<file path="src/rtl/dmem_arbiter_pkg.sv">
// Shared definitions for the data-memory arbiter and the data memory itself.
//   - arb_state_e      : arbiter FSM encoding
//   - MMIO_BASE_DEFAULT: first address of the LED/digital-tube MMIO window
//   - MMIO_*_ADDR      : MMIO register addresses decoded by the data memory
//   - is_mmio()        : address-window decode helper
package dmem_arbiter_pkg;

    typedef enum logic [1:0] {
        IDLE  = 2'd0,
        WAIT  = 2'd1,
        FORCE = 2'd2
    } arb_state_e;

    localparam logic [31:0] MMIO_BASE_DEFAULT = 32'h4000_0000;
    localparam logic [31:0] MMIO_LED_ADDR     = 32'h4000_000C;
    localparam logic [31:0] MMIO_TUBE_ADDR    = 32'h4000_0010;

    function automatic logic is_mmio(input logic [31:0] addr, input logic [31:0] base);
        return (addr >= base);
    endfunction

endpackage

</file>
<file path="src/rtl/dmem_arbiter_starve_counter.sv">
// Saturating starvation counter for the data-memory arbiter.
// Ports:
//   clk, reset  : clock, asynchronous active-low reset
//   clr         : synchronous clear (wins over inc)
//   inc         : increment, saturating at all-ones
//   cnt         : current count
//   at_limit    : cnt == LIMIT
module dmem_arbiter_starve_counter #(
    parameter int CNT_W = 8,
    parameter int LIMIT = 8
) (
    input  logic             clk,
    input  logic             reset,
    input  logic             clr,
    input  logic             inc,
    output logic [CNT_W-1:0] cnt,
    output logic             at_limit
);

    always_ff @(posedge clk or negedge reset) begin
        if (!reset) begin
            cnt <= '0;
        end else if (clr) begin
            cnt <= '0;
        end else if (inc && (cnt != {CNT_W{1'b1}})) begin
            cnt <= cnt + 1'b1;
        end
    end

    assign at_limit = (cnt == CNT_W'(LIMIT));

endmodule

</file>
<file path="src/rtl/dmem_arbiter.sv">
// Data-memory arbiter: shares the single-port data memory (and its MMIO
// window) between the CPU MEM stage and a DMA/loader requester. The CPU has
// fixed priority; a starvation counter forces a one-cycle CPU stall so a
// pending DMA request is served within STARVE_LIMIT+1 cycles.
// Ports:
//   clk, reset                          : clock, asynchronous active-low reset
//   cpu_memread/memwrite/is_lb/addr/wdata: MEM-stage access from EX/MEM
//   cpu_rdata                           : load data (memory read data, unmuxed)
//   cpu_stall                           : one-cycle pipeline freeze in FORCE
//   dma_req/we/addr/wdata               : DMA request, held until dma_gnt
//   dma_gnt, dma_err                    : accept / refuse (MMIO) this cycle
//   dma_rdata, dma_rvalid               : registered read return, latency 1
//   mem_*                               : data-memory port
//
// state | meaning
// IDLE  | no DMA request blocked; DMA granted at once if CPU is not accessing
// WAIT  | DMA request blocked by CPU; cnt counts blocked cycles
// FORCE | CPU stalled for one cycle, DMA owns the memory
module dmem_arbiter
    import dmem_arbiter_pkg::*;
#(
    parameter int          STARVE_LIMIT = 8,
    parameter logic [31:0] MMIO_BASE    = MMIO_BASE_DEFAULT,
    parameter int          CNT_W        = 8
) (
    input  logic        clk,
    input  logic        reset,
    input  logic        cpu_memread,
    input  logic        cpu_memwrite,
    input  logic        cpu_is_lb,
    input  logic [31:0] cpu_addr,
    input  logic [31:0] cpu_wdata,
    output logic [31:0] cpu_rdata,
    output logic        cpu_stall,
    input  logic        dma_req,
    input  logic        dma_we,
    input  logic [31:0] dma_addr,
    input  logic [31:0] dma_wdata,
    output logic        dma_gnt,
    output logic        dma_err,
    output logic [31:0] dma_rdata,
    output logic        dma_rvalid,
    output logic [31:0] mem_addr,
    output logic [31:0] mem_wdata,
    output logic        mem_read,
    output logic        mem_write,
    output logic        mem_is_lb,
    input  logic [31:0] mem_rdata
);

    arb_state_e       state;
    arb_state_e       state_next;
    logic             cpu_access;
    logic             cnt_clr;
    logic             cnt_inc;
    logic             at_limit;
    logic [CNT_W-1:0] cnt;

    assign cpu_access = cpu_memread | cpu_memwrite;

    dmem_arbiter_starve_counter #(
        .CNT_W (CNT_W),
        .LIMIT (STARVE_LIMIT)
    ) u_starve_counter (
        .clk      (clk),
        .reset    (reset),
        .clr      (cnt_clr),
        .inc      (cnt_inc),
        .cnt      (cnt),
        .at_limit (at_limit)
    );

    always_ff @(posedge clk or negedge reset) begin
        if (!reset) begin
            state <= IDLE;
        end else begin
            state <= state_next;
        end
    end

    // Stall is a pure decode of the registered state: no input-to-stall path.
    assign cpu_stall = (state == FORCE);

    always_comb begin
        state_next = state;
        dma_gnt    = 1'b0;
        cnt_clr    = 1'b0;
        cnt_inc    = 1'b0;
        case (state)
            IDLE: begin
                // cnt is always zero here, so one increment loads 1.
                if (dma_req) begin
                    if (!cpu_access) begin
                        dma_gnt = 1'b1;
                    end else begin
                        state_next = WAIT;
                        cnt_inc    = 1'b1;
                    end
                end
            end
            WAIT: begin
                if (!dma_req) begin
                    state_next = IDLE;
                    cnt_clr    = 1'b1;
                end else if (!cpu_access) begin
                    dma_gnt    = 1'b1;
                    state_next = IDLE;
                    cnt_clr    = 1'b1;
                end else if (at_limit) begin
                    state_next = FORCE;
                end else begin
                    cnt_inc = 1'b1;
                end
            end
            FORCE: begin
                dma_gnt    = dma_req;
                state_next = IDLE;
                cnt_clr    = 1'b1;
            end
            default: begin
                state_next = IDLE;
                cnt_clr    = 1'b1;
            end
        endcase
    end

    assign dma_err = dma_gnt & is_mmio(dma_addr, MMIO_BASE);

    always_comb begin
        mem_addr  = cpu_addr;
        mem_wdata = cpu_wdata;
        mem_read  = cpu_memread;
        mem_write = cpu_memwrite;
        mem_is_lb = cpu_is_lb;
        if (dma_gnt) begin
            mem_addr  = dma_addr;
            mem_wdata = dma_wdata;
            mem_read  = ~dma_we;
            mem_write = dma_we & ~dma_err;
            mem_is_lb = 1'b0;
        end else if (cpu_stall) begin
            // The stalled instruction replays next cycle; keep it off the bus
            // now so a store is not performed twice.
            mem_read  = 1'b0;
            mem_write = 1'b0;
            mem_is_lb = 1'b0;
        end
    end

    assign cpu_rdata = mem_rdata;

    always_ff @(posedge clk or negedge reset) begin
        if (!reset) begin
            dma_rvalid <= 1'b0;
            dma_rdata  <= '0;
        end else begin
            dma_rvalid <= dma_gnt & ~dma_we;
            if (dma_gnt && !dma_we) begin
                dma_rdata <= dma_err ? 32'h0 : mem_rdata;
            end
        end
    end

endmodule

</file>
<file path="config.mk">
export PLATFORM = sky130hd
export DESIGN_NAME = dmem_arbiter
export DESIGN_NICKNAME = d
export VERILOG_FILES = /design/src/rtl/dmem_arbiter_pkg.sv /design/src/rtl/dmem_arbiter_starve_counter.sv /design/src/rtl/dmem_arbiter.sv
export SDC_FILE = /design/constraint.sdc
export NUM_CORES = 1
export LEC_CHECK = 0
export CAP_MARGIN = 20
export CORE_AREA = 4 4 115 117
export CTS_CLUSTER_SIZE = 8
export DETAILED_ROUTE_END_ITERATION = 10
export DIE_AREA = 0 0 119 121
export GPL_ROUTABILITY_DRIVEN = 0
export GPL_TIMING_DRIVEN = 0
export PLACE_DENSITY = 0.79
export SLEW_MARGIN = 5
export SYNTH_ARGS = -nofsm -noshare
export SYNTH_HDL_FRONTEND = slang
export SYNTH_SLANG_ARGS = --single-unit
</file>
<file path="constraint.sdc">
create_clock -name clk -period 2 [get_ports clk]
set_input_delay 0.2 -clock clk [delete_from_list [all_inputs] [get_ports clk]]
set_output_delay 0.2 -clock clk [all_outputs]
set_load 0.01 [all_outputs]
</file>
; ---- Word level (Yosys, flattened, before mapping)
; Index checks and enable logic that the tools add are counted.
[word_totals]
register_bits = 43
mem_count = 0
out_inout_bits = 135
ram_bits = 0
latchBits = 0
rom_bits = 0
inputBits = 167
wordCells = 54
[op_classes]
muxes = 28
n_lt_le_gt_ge = 1
bitwise_logic = 6
addsub = 1
div_mod_pow = 0
n_shift = 0
n_reduce_logical = 7
mul = 0
eq_ne = 7
[ops]
columns = cell, count
row1 = 2-to-1 mux 32 bit, 3
row2 = ">= comparator 32 x 31 -> 1 bit, second input constant", 1
row3 = 2-to-1 mux 8 bit, 2
row4 = 2-to-1 mux 1 bit, 14
row5 = 2-to-1 mux 2 bit, 5
row6 = "adder 8 x 1 -> 8 bit, second input constant", 1
row7 = "== test 8 x 4 -> 1 bit, second input constant", 1
row8 = "inequality test 8 bit, second input constant", 1
row9 = case mux 1 bit (2 select lines), 3
row10 = "inequality test 2 bit, second input constant", 2
row11 = "inequality test 4 bit, second input constant", 1
row12 = case mux 2 bit (2 select lines), 1
row13 = bitwise AND 1 bit, 3
row14 = AND reduction 3 bit, 1
row15 = "== test 2 x 1 -> 1 bit, second input constant", 1
row16 = "== test 2 bit, second input constant", 1
row17 = logical AND 1 bit, 2
row18 = logical NOT 2 bit, 1
row19 = NOT 1 bit, 2
row20 = nonzero test 2 bit, 1
row21 = OR reduction 2 bit, 1
row22 = logical NOT 1 bit, 1
row23 = OR 1 bit, 1

; ---- Logic depth before layout (Yosys ltp)
; Gate-level depths: netlist (run 1).
[logic_depth]
ltp_word = 8
ltp_mapped = 8
mapped_depth_nobuf = 7

; ---- Hierarchy
; A second synthesis (run 1) with hierarchy kept.
[unflattened]
cells_unflattened = 290
hier_area_um2 = 3163.0
[by_module_without_submodules]
columns = mod, area_per_inst_um2, seq_area_each_um2, cells_per_inst, instances
row1 = dmem_arbiter, 2638.8, 875.8, 238, 1
row2 = dmem_arbiter_starve_counter, 524.3, 200.2, 52, 1

; ---- Worst setup path after synthesis (run 1)
; No wires, ideal clock.
[synth_timing]
path_type = reg-to-output
from = register state[1]
to = output mem_addr[23]
t_arrival_ps = 1551
path_stages_with_launch = 7
path_buffers = 2
setup_slack_ps = 249
required_ps = 1800
cell_sequence = dfrtp_1 -> nand2b_1 -> inv_1 -> o21ai_1 -> buf_2 -> buf_4 -> mux2_2
[synth_between]
elab_cells_between_ends = 6
classes_between = eq/ne (2) / mux (2) / reduce/logical (2)
[synth_lines]
columns = item, line_no
row1 = "start, declared", dmem_arbiter.sv:51  ; arb_state_e state;
row2 = "start signal, assigned", dmem_arbiter.sv:77  ; state <= state_next;
row3 = == test 2 bit, n/a
row4 = via cpu_stall, dmem_arbiter.sv:34  ; output logic cpu_stall,
row5 = case mux 1 bit (2 select lines), dmem_arbiter.sv:89  ; case (state)
row6 = 2-to-1 mux 32 bit, dmem_arbiter.sv:135  ; if (dma_gnt) begin
row7 = "end, declared", dmem_arbiter.sv:43  ; output logic [31:0] mem_addr,
; The timed path passes the listed nets, and every way through them passes these cells.

; ---- Final worst setup path (run 1)
[layout_timing]
from = register state[1]
to = output mem_wdata[28]
[layout_between]
elab_chain_len = 4
elab_cells_between_ends = 6
classes_between = eq/ne (2) / mux (2) / reduce/logical (2)
[layout_rtl]
columns = item, line_no
row1 = == test 2 x 1 -> 1 bit or logical NOT 2 bit (tied branches), dmem_arbiter.sv:89
row2 = OR reduction 2 bit (no source line), n/a
row3 = case mux 1 bit (2 select lines) *, dmem_arbiter.sv:89
row4 = 2-to-1 mux 32 bit *, dmem_arbiter.sv:135
row5 = "end, declared", dmem_arbiter.sv:44  ; output logic [31:0] mem_wdata,
; Mark *: on every way between the ends. The rest lies on a longest branch, timed or not.

==> flow_summary.toml, run 1 <==
[finish]
antenna_cells = 0
fin_area_um2 = 7100
drive_gt1_share_pct = 35.2
fill_cells = 1043
stdcell_count = 828
fin_nets = 824
syn2layout_area_growth_pct = 146

[setup_path]
cpMostUsedCell = "buf_6"
cp_top_family = "buffers and inverters"
path_buf_inv = 5
cp.depth = 8
path_max_fanout = 5
cp.arrival_ps = 1960
rr_worst_depth = 7
cp_slowest_cell = "dfrtp_2"
path_class = "flop to primary output"
worstPathRequired_ps = 1800
slowest_delay_ps = 450
reg2reg_from = "u_starve_counter.cnt[0]"
worstSetupEndpointType = "primary output"
cp-startpoint = "state[1]"
worstPathCellList = "nand2b_4 > inv_4 > o21ai_4 > buf_6 > buf_6 > buf_8 > mux2_4 > buf_6"
startpoint_type = "flop"

[logic_synthesis]
synth_edf_count = 0
yosysMostFrequentCell = "nand2_1"
syn_nets = 479
ys_top_cells_by_area = "dfrtp_1 37%, mux2_2 25%, buf_4 9.4%"
yosysTopAreaCell = "dfrtp_1"
synth_area_per_cell_um2 = 9.31
netlist_instances = 310
synth_xor_area_share_pct = 0
synth-compound-area-share_pct = 10.5
syn_area_um2 = 2890
synth_top_family_by_area = "multiplexers"
synth_ff_type = "dfrtp_1"
synth_top_area_share_pct = 37.3
synthAdderAreaFrac_pct = 0.867
ys_top_cells_by_count = "71 x nand2_1, 65 x mux2_2, 43 x dfrtp_1"
synthMuxAreaShare_pct = 26.1
async_flop_share_pct = 100
ys_ff_latch = 43
yosysWarnings = 0
ys_seq_area_share_pct = 37.3
netlist-cell-type-count = 32
synth-simple-area-share_pct = 12.8

[drt]
ant_nets = 0
drc = 0
drtPass1Iterations = 5
wire_per_inst_um = 18.3
first_iter_violations = 201
wl_um = 15200
vias = 3695
via_per_inst = 4.46

[die]
core_um2 = 12400
die_x_um = 119
dieHeight_um = 121
fp-row-count = 41
initial_core_util_pct = 23.3
dieArea_um2 = 14400
io-pin-count = 302

[sta]
clock_skew_ps = 5.47
tns_ps = -5450
hold-worst-slack_ps = 270
setup_ws_ps = -161
fmax_mhz = 463
rsz0062_at_grt = "yes"
tightest_slew_ps = 527
setup_viol = 54
slew_violations = 0
relSlewSlack_pct = 64.8
fin_crit_sh_pct = 108
min_period_ps = 2160
finalHoldViolations = 0

[cts]
cts.sinks = 43
ctsHtreeMaxLevel = 2
clockBufferDepth = 2
cts-root-buf = "clkbuf_16"
cts_tree = "yes"
clkSlewWorstSetupHoldPaths_ps = 60
cts_buffers = 5
clk_latency_ps = 280

[place]
dp_hpwl_um = 12200
place_ws_ps = -750
io_buffers = 301
dp_cells = 784
dpl_cell_area_um2 = 6130

[grt]
antenna_found_initial = 1
first_global_vias = 3864
grt_max_degree = 41
grtUsageTotal_pct = 20.0
overflow = 0
grt_pass1_wl_um = 22300

[power]
peakVddDrop_v = 0.000288
p_per_area_nw_per_um2 = 503
p_leak_nw = 3.27

[worst_hold_path]
min_path_type = "input pin to asynchronous set/reset pin"

[run]
maxCapViolCount = 0

[outcome]
status = "complete, but fails checks"
violations = "negative setup slack"
where the power goes:
group | switching [W] | internal (W)
combinational | 0.000538 | 0.000953
sequential | 0.0000735 | 0.000967
clock | 0.000320 | 0.000716
path summary, 6_finish.rpt:
check                                                to  slack [ps]
worst max-delay path                      mem_wdata[28]        -160
worst min-delay path                      dma_rdata[18]         270
worst max register to register  u_starve_counter.cnt[4]         130
worst min register to register            dma_rdata[27]         470
max in group asynchronous                      state[1]        1300
min in group clk                          dma_rdata[27]         470
placed cells by master, fill, tap and decap left out, drive strengths merged:
cell,n
clkdlybuf4s50,230
buf,148
nand2,71
mux2,65
dfrtp,43
o21ai,34
clkbuf,12
inv,7
nor2,7
o211ai,3
o31ai,3
dlygate4sd2,3
nor3,3
nand4,2
a21oi,2
mux2i,2
ha,2
bufinv,2
nand2b,2
o311a,1
a32o,1
nor4b,1
nor4bb,1
a211o,1
nand3,1
o2111ai,1
or4,1
o22a,1
nor4,1
a211oi,1
o22ai,1
o311ai,1
o41ai,1
dlygate4sd3,1
routing by layer:
metal  GRT usage [%]  wire length (um)
met5               0                13
met4            6.37               340
met3            7.37              1350
met2            36.1              7710
met1            21.7              5770
state kept, by name, summed over array words and instances (netlist names):
name and count:
dma_rdata 32, u_starve_counter.cnt 8, state 2, dma_rvalid 1
area by class of cell:
class	instances	area (um^2)	area share, %
Buffer	48	378	5.32
Clock buffer	6	129	1.82
Tap cell	172	215	3.03
Sequential cell	43	1080	15.2
Clock inverter	2	60.1	0.846
Timing Repair Buffer	340	3480	49.1
Inverter	7	28.8	0.406
Multi-Input combinational cell	210	1730	24.3
worst register-to-register path: stages, from the launching register on:
cell and delay, ps:
dfrtp_1 390, inv_1 60, ha_1 190, nor4b_2 170
a211o_1 290, buf_2 200, o311ai_2 310, o41ai_1 130
metrics by stage:
step / total power, W / util [%]
final: 0.00357 / 57.4
after global routing: 0.00373 / 57.4
after CTS: 0.00351 / 55.3
after detailed placement: 0.00235 / 49.6
after global placement: 0.00232 / 49.5
after floorplan: 0.00149 / -
cells by family after synthesis:
family                     Yosys count
and+or+nand+nor                     90
AOI/OAI and AO/OA                   51
buffers and inverters               57
muxes                               67
DFF                                 43
adders and majority gates            2
timing repair:
action / CTS / global route
setup buffers: 25 / 10
pin swaps: 3 / 2
setup endpoints to repair: 69 / 71
cloned: 5 / 1
hold endpoints to repair: 43 / 0
resized for setup: 398 / 72
hold buffers: 1 / 0
(Power assumes the default switching activity.)
==> run 2, diff against run 1 <==
Settings changed: CELL_PAD_IN_SITES_DETAIL_PLACEMENT from default to 1, CELL_PAD_IN_SITES_GLOBAL_PLACEMENT from default to 2, CORE_AREA 4 4 115 117 to default, CORE_ASPECT_RATIO from default to 1.1, CORE_MARGIN from default to 4, CORE_UTILIZATION from default to 14, DIE_AREA 0 0 119 121 to default, PLACE_DENSITY 0.79 to 0.91.
==> flow_summary.toml, run 2 (synthesis gave the netlist of run 1 again) <==
[outcome]
status = "complete, but fails checks"
violations = "negative setup slack"

[sta]
min_period_ps = 2190
setup_viol = 62
hold-worst-slack_ps = 355
slew_violations = 0
fmax_mhz = 456
relSlewSlack_pct = 65.5
fin_crit_sh_pct = 110
rsz0062_at_grt = "yes"
setup_ws_ps = -195
clock_skew_ps = 8.83
finalHoldViolations = 0
tightest_slew_ps = 517

[setup_path]
r2r_slack_ps = 90
worstSetupEndpointType = "primary output"
cp_top_family = "buffers and inverters"
path_buf_inv = 5
path_class = "flop to primary output"
startpoint_type = "flop"
slowest_delay_ps = 450
cp_slowest_cell = "dfrtp_2"
cp.arrival_ps = 1990
reg2reg_from = "u_starve_counter.cnt[0]"
reg2reg_to = "u_starve_counter.cnt[7]"
rr_worst_depth = 5
worstPathCellList = "nand2b_4 > inv_4 > o21ai_4 > buf_12 > buf_12 > clkbuf_16 > mux2_4 > buf_6"
cpMostUsedCell = "buf_12"
path_max_fanout = 8
worstPathRequired_ps = 1800

[finish]
reg_top3 = "dma_rdata: 32 flops, u_starve_counter.cnt: 8 flops, state: 2 flops"
largest_reg_flops = 32
syn2layout_area_growth_pct = 151
antenna_cells = 0
stdcell_count = 911
fin_nets = 827
mostFrequentLayoutCell = "clkdlybuf4s50_1"
final_cell_mix = "229 x clkdlybuf4s50_1, 77 x buf_6, 71 x nand2_1, 51 x mux2_4, 47 x buf_4"
regMostFlops = "dma_rdata"
drive_gt1_share_pct = 34.9

[place]
dp_hpwl_um = 14300
io_buffers = 301
place_ws_ps = -853
dp_cells = 864

[cts]
clockBufferDepth = 2
clk_latency_ps = 290
cts_buffers = 5
cts_tree = "yes"
cts-root-buf = "clkbuf_16"
cts.sinks = 43
ctsHtreeMaxLevel = 2
clkSlewWorstSetupHoldPaths_ps = 70

[drt]
ant_nets = 0
first_iter_violations = 111
drc = 0
via_per_inst = 4.10
vias = 3737
wl_um = 17600
drtPass1Iterations = 4
wire_per_inst_um = 19.3

[power]
p_per_area_nw_per_um2 = 482
p_leak_nw = 3.27
peakVddDrop_v = 0.000357

[die]
io-pin-count = 302
dieHeight_um = 159
dieArea_um2 = 23000
fp-row-count = 54
die_x_um = 145
initial_core_util_pct = 14.4
core_um2 = 20100

[grt]
grt_pass1_wl_um = 25200
overflow = 0
grtUsageTotal_pct = 14.4
first_global_vias = 4168
antenna_found_initial = 0
grt_max_degree = 33

[run]
maxCapViolCount = 0

[worst_hold_path]
min_path_type = "input pin to asynchronous set/reset pin"
-- run 2: cell count changes in the layout (fill, tap and decap cells not counted), moves of 2 or more --
cell             delta
buf_12              +7
buf_2               -5
buf_6               -2
buf_8               -2
clkdlybuf4s15_2     +2
dlygate4sd2_1       +3
mux2_2              +8
mux2_4              -8
-- run 2: final cells by class --
class | count | area (um^2)
Sequential cell | 43 | 1080
Tap cell | 252 | 315
Multi-Input combinational cell | 210 | 1690
Buffer | 48 | 393
Inverter | 7 | 28.8
Fill cell | 2239 | 12800
Clock buffer | 5 | 125
Clock inverter | 3 | 46.3
Timing Repair Buffer | 343 | 3560
-- run 2: per-layer routing --
metal / track usage [%] / part of all wire, % / vias up
li1: - / - / 1740
met1: 15.0 / 36 / 1765
met2: 27.1 / 51 / 207
met3: 5.61 / 10 / 25
met4: 4.75 / 3.0 / 0
met5: 0 / 0 / -
-- run 2: power by group --
group	total (W)	switching, W	internal (W)
combinational	0.00150	0.000548	0.000948
clock	0.000957	0.000364	0.000594
sequential	0.00104	0.0000728	0.000966
total	0.00349	0.000984	0.00251
-- run 2: worst max path at each step --
stage,start,endpoint,slack [ps],depth (start not counted)
after floorplan,state[1],mem_addr[23],250,6
after global routing,state[1],mem_addr[25],-260,8
final,state[1],mem_addr[25],-190,8
after global placement,dma_addr[31],dma_err,-870,5
after detailed placement,cpu_memread,mem_read,-850,7
after CTS,state[1],mem_wdata[9],-210,9
-- run 2: timing repair --
item / CTS / global route
pin swaps: 3 / 2
setup endpoints to repair: 101 / 71
gates resized for setup: 425 / 36
hold endpoints to repair: 11 / 0
buffers inserted: 29 / 9
hold buffers: 1 / 0
gates cloned: 4 / 1
-- run 2: worst register-to-register path, stage by stage (launching register included) --
cell and delay (ps):
dfrtp_1 420, ha_1 220, nand3_1 220, o2111ai_1 320, or4_1 500, a21oi_1 150
-- run 2: stage by stage --
step	setup TNS, ps	utilization, %	power [W]	instance area, um^2
after detailed placement	-47570	31.0	0.00238	6230
after global placement	-72200	31.0	0.00235	6210
after floorplan	0	-	0.00149	2890
final	-7850	36.1	0.00349	7240
after CTS	-7020	35.3	0.00351	7090
after global routing	-12380	36.1	0.00369	7240
==> patch 1, RTL diff (config.mk and constraints of run 1) <==
`CNT_W` is set to 8 in 2 places; all go to 12.
--- a/src/rtl/dmem_arbiter_starve_counter.sv
+++ b/src/rtl/dmem_arbiter_starve_counter.sv
@@ -6,7 +6,7 @@
 //   cnt         : current count
 //   at_limit    : cnt == LIMIT
 module dmem_arbiter_starve_counter #(
-    parameter int CNT_W = 8,
+    parameter int CNT_W = 12,
     parameter int LIMIT = 8
 ) (
     input  logic             clk,
--- a/src/rtl/dmem_arbiter.sv
+++ b/src/rtl/dmem_arbiter.sv
@@ -21,7 +21,7 @@
 #(
     parameter int          STARVE_LIMIT = 8,
     parameter logic [31:0] MMIO_BASE    = MMIO_BASE_DEFAULT,
-    parameter int          CNT_W        = 8
+    parameter int          CNT_W        = 12
 ) (
     input  logic        clk,
     input  logic        reset,
Formal check against the unedited RTL: same outputs for any inputs over 10 cycles, from zero or initial values and one cycle with reset low; that may be too few to reach the edited logic, so the function may still have changed.
==> patch 1 against run 1 <==
- the run still ends with setup timing left
- global-route usage up 0.48 points
- sequential cell count increased by 4
- synthesized cell count increased by 51%
- worst setup slack gained 0.036 ns
- critical path depth is 2 higher
- routed wire length grew 9.1%
- count of clock-buffer cells in the layout unchanged
- power is 1.3% higher
- synthesized area rose by 11%
- final area increased by 1.7%
- largest power group unchanged
==> patch 1: results (changes against run 1) <==
| Metric | Value |
|---|---|
| Clk buf depth | 2 (unchanged) |
| Routed vias/inst | 4.48 (+0.41%) |
| # setup viols final | 51 (-5.6%) |
| DP HPWL | 12.6 mm (+2.8%) |
| Top FF cell, synth | dfrtp_1 |
| Register area share after synthesis | 36.7% (-0.60 points) |
| Static Leakage | 3.49 nW (+6.6%) |
| Post-synthesis compound-gate area fraction | 2.30% (-8.2 points) |
| Worst Setup Slack post-DPL | -0.860 ns (-0.111 ns) |
| Cells after DPL | 942 (+20%) |
| DRC violations left | 0 (unchanged) |
| Worst Path Arrival | 1.92 ns (-0.04 ns) |
| Final TNS setup | -1.77 ns (+3.68 ns) |
| Peak supply drop | 0.383 mV (+33%) |
| Antenna cell count | 0 (unchanged) |
| Largest net degree at the start of global routing | 29 (-29%) |
| Placed inst area | 6450 µm² (+5.2%) |
| Ys async rst share | 100% (unchanged) |
| Adder-Cell Fraction of Synth Area | 0.780% (-0.087 points) |
| Nets@finish | 969 (+18%) |
| Final setup margin | -0.125 ns (+0.0364 ns) |
| Failing checks | setup timing |
| Max-slew headroom | 54.9% (-10 points) |
| Vias in the first global route | 4,238 (+9.7%) |
| Post-synth top cells | nand2_1, dfrtp_1, nand3_1, buf_4 |
| 1st-iter DRT viols | 272 (+35%) |
| First-pass GRT wire length | 23.2 mm (+4.1%) |
| Reg clk slew, reported paths | 0.06 ns (about the same) |
| H-tree depth | 2 (unchanged) |
| Syn avg cell area | 6.85 µm² (-26%) |
| Final wirelength | 16.6 mm (+9.1%) |
| Synth cell types | 41 (+28%) |
| Root buffer cell | clkbuf_16 |
| Drt pass-1 iters | 4 (-1) |
| Mux cell area share after synthesis | 2.26% (-24 points) |
| Largest cells by area after synthesis | dfrtp_1, nand2_1, buf_4 |
| Largest regs | dma_rdata x32, u_starve_counter.cnt x12, state x2 |
| Syn nets | 637 (+33%) |
| Max Clock Skew | 0.00531 ns (-0.000155 ns) |
| Run status | complete, but fails checks |
| Share of post-route cells with drive strength above 1 | 28.0% (-7.2 points) |
| Post-synthesis xor/xnor area fraction | 1.37% (+1.4 points) |
| Total Routing Usage GR | 20.5% (+0.48 points) |
| Synth warnings | 0 (unchanged) |
| Initial antenna violation count | 0 (-1) |
| Vias | 4,360 (+18%) |
==> patch 1: cell count changes in the layout (fill, tap and decap cells not counted), sizes merged, moves of 6 or more <==
cell,delta
nand2,+192
mux2,-63
nand3,+37
o21ai,-30
buf,-22
clkbuf,+8
clkdlybuf4s15,+6
==> patch 1: final cells by class <==
| type | instances | area [µm²] |
|---|---|---|
| repair buffers | 326 | 3200 |
| inverters | 6 | 37.5 |
| well taps | 172 | 215 |
| clock inverters | 2 | 60.1 |
| fillers | 1077 | 5150 |
| clock buffers | 6 | 129 |
| flip-flops and latches | 47 | 1180 |
| multi-input cells | 360 | 1900 |
| plain buffers | 54 | 498 |
==> patch 1: worst max-delay path, stage by stage, from the launching register on <==
cell and delay [ns]:
dfrtp_2 0.45, nor3_4 0.25, o21ai_4 0.09, buf_12 0.14, buf_8 0.12, buf_6 0.12
buf_6 0.12, buf_6 0.11, nand2_2 0.06, nand2_2 0.05, buf_6 0.12
==> patch 1: kinds of logic (layout without fill, tap and decap cells) <==
logic type / Yosys count / in the layout
buffers and inverters: 61 / 394
multiplexers: 7 / 7
flip-flops: 47 / 47
XOR/XNOR: 5 / 5
adder cells (fa/ha/maj): 2 / 2
AO/OA/AOI/OAI: 10 / 10
AND/OR/NAND/NOR: 336 / 336
==> patch 1: per-layer routing <==
metal	GRT usage (%)	wire length [µm]	part of all wire, %
met1	26.4	6970	42
met2	34.2	7880	48
met4	4.13	345	2.1
met3	6.11	1370	8.2
met5	0	0	0
==> patch 1: final timing paths <==
| kind | from | to | slack, ns | depth (start not counted) |
|---|---|---|---|---|
| max | state[1] | mem_wdata[18] | -0.12 | 10 |
| min | reset | dma_rdata[16] | 0.42 | 2 |
| max reg2reg | state[1] | dma_rdata[15] | 0.06 | 10 |
| min reg2reg | dma_rdata[8] | dma_rdata[8] | 0.47 | 2 |
| max in group asynchronous | reset | state[1] | 1.05 | 3 |
| min in group clk | dma_rdata[8] | dma_rdata[8] | 0.47 | 2 |
==> patch 1: power by group <==
part           switching (mW)  internal [mW]  leakage [nW]
Sequential             0.0758           1.05         0.635
Clock                   0.347          0.717        0.0911
Combinational           0.603          0.826          2.76
==> patch 1: timing repair <==
| item | 4_1_cts | 5_1_grt |
|---|---|---|
| hold buffers | 1 | 0 |
| resized for setup | 313 | 135 |
| cloned | 5 | 1 |
| endpoints found under the setup margin | 68 | 90 |
| setup buffers | 16 | 3 |
| hold endpoints to repair | 19 | 0 |
| pin swaps | 10 | 62 |
==> patch 2, RTL diff (settings of run 1) <==
Made on the original files. Make the reset (`reset`) synchronous in 3 clocked blocks. Comments in the files are not updated.
--- a/src/rtl/dmem_arbiter_starve_counter.sv
+++ b/src/rtl/dmem_arbiter_starve_counter.sv
@@ -17,7 +17,7 @@
     output logic             at_limit
 );
 
-    always_ff @(posedge clk or negedge reset) begin
+    always_ff @(posedge clk) begin
         if (!reset) begin
             cnt <= '0;
         end else if (clr) begin
--- a/src/rtl/dmem_arbiter.sv
+++ b/src/rtl/dmem_arbiter.sv
@@ -70,7 +70,7 @@
         .at_limit (at_limit)
     );
 
-    always_ff @(posedge clk or negedge reset) begin
+    always_ff @(posedge clk) begin
         if (!reset) begin
             state <= IDLE;
         end else begin
@@ -149,7 +149,7 @@
 
     assign cpu_rdata = mem_rdata;
 
-    always_ff @(posedge clk or negedge reset) begin
+    always_ff @(posedge clk) begin
         if (!reset) begin
             dma_rvalid <= 1'b0;
             dma_rdata  <= '0;
Formal check against the unedited RTL: differs if reset is asserted again (counterexample within 4 cycles, from zero or initial values and one cycle with reset low); with reset held inactive, the same outputs for 10 cycles.
==> patch 2 against run 1 <==
- the flow still finishes with violations (setup timing)
- die area is the same
- count of clock-buffer cells in the layout is the same
- sequential share of layout area shrank 2.4 points
- routed wire length shrank 0.65%
- synthesized area shrank 2.6%
- final area shrank 5.2%
- via count grew 14%
- worst setup slack lost 0.015 ns
- power shrank 19%
- sequential cell count is the same
- critical path type is now flip-flop to flip-flop
- critical endpoint is now dma_rdata[5]
- highest routed layer is now met4
==> patch 2: results (changes against run 1) <==
| Metric | Value |
|---|---|
| Run status | complete, but fails checks |
| Failing checks | setup timing |
| Initial antenna violation count | 0 (-1) |
| Worst min path class | flip-flop to flip-flop |
| Static Leakage | 3.01 nW (-8.1%) |
| Total Routing Usage GR | 18.9% (-1.1 points) |
| Worst Hold Launch | dma_rdata[22] |
| Leading area contributor after synthesis | dfxtp_1 |
| Root buffer cell | clkbuf_16 |
| Max incr delay on CP | 0.36 ns (-0.09 ns) |
| # Post-CTS Setup Buffers | 18 (-28%) |
| Worst Setup Slack post-DPL | -0.589 ns (+0.161 ns) |
| DP HPWL | 11.9 mm (-2.8%) |
| Syn nets | 627 (+31%) |
| Final wirelength | 15.1 mm (-0.65%) |
| Ys async rst share | 0% (-100 points) |
| Vias in the first global route | 4,037 (+4.5%) |
| P_comb | 1.06 mW (-29%) |
| Non-clk bufs | 390 (+0.52%) |
| Register area share after synthesis | 30.6% (-6.6 points) |
| Sequential power share | 30.1% (+0.9 points) |
| 1st-iter DRT viols | 233 (+16%) |
| Post-synth top cells | nand2_1, dfxtp_1, nand3_1, buf_4, o21ai_1 |
| Final non-clock buffer share | 54.6% (+0.23 points) |
| Register area | 863 µm² (-20%) |
| R2R depth | 12 (+5) |
| Largest cells by area after synthesis | dfxtp_1, nand2_1, buf_4 |
| Clock-cell share | 2.64% (-0.022 points) |
| CP max FO | 10 (+5) |
| Count of multi-input gates | 346 (+65%) |
| Max stage delay cell, worst path | dfxtp_2 |
| Final setup margin | -0.176 ns (-0.0154 ns) |
| Crit. Startpoint | state[1] |
| WHS | 0.453 ns (+0.183 ns) |
| Largest net degree at the start of global routing | 19 (-54%) |
| Nets@finish | 962 (+17%) |
| Worst Path Arrival | 2.39 ns (+0.43 ns) |
| Post_cts resized | 160 (-60%) |
| First-pass GRT wire length | 21.5 mm (-3.3%) |
| Sw frac | 26.4% (+0.31 points) |
| Fillers | 1,172 (+12%) |
| Peak supply drop | 0.439 mV (+53%) |
| Max Clock Skew | 0.00783 ns (+0.00236 ns) |
| Area of the multi-input gates | 1770 µm² (+2.5%) |
| Worst slew pin tran | 0.449 ns (-0.0780 ns) |
| Tot Pwr | 2.90 mW (-19%) |
| # setup viols final | 20 (-63%) |
## patch 2: cell types whose count changed after synthesis, moves of 6 or more
cell,before,now
nand2_1,71,229
clkbuf_1,5,11
nand3_1,1,40
dfrtp_1,43,0
o21ai_1,2,32
dfxtp_1,0,43
o21ai_0,32,2
mux2_2,65,0
## patch 2: cell families (layout without fill, tap and decap cells)
family	after synthesis	after routing	synth area share [%]
buffers and inverters	69	405	14.7
adders and majority gates	2	2	0.890
AOI/OAI and AO/OA	49	49	9.88
DFF	43	43	30.6
and+or+nand+nor	293	293	43.2
muxes	2	2	0.712
## patch 2: per-layer routing
metal / GRT usage, % / wire length, µm
met2: 31.6 / 7420
met5: 0 / 0
met1: 23.5 / 6270
met4: 4.71 / 303
met3: 6.06 / 1090
## patch 2: per-stage QoR
stage,area [µm²],TNS (ns),cells
after detailed placement,6040,-32.01,931
after global routing,6730,-4.77,966
final,6730,-2.44,966
after floorplan,2810,0,458
after CTS,6360,-2.02,955
after global placement,6040,-31.61,931
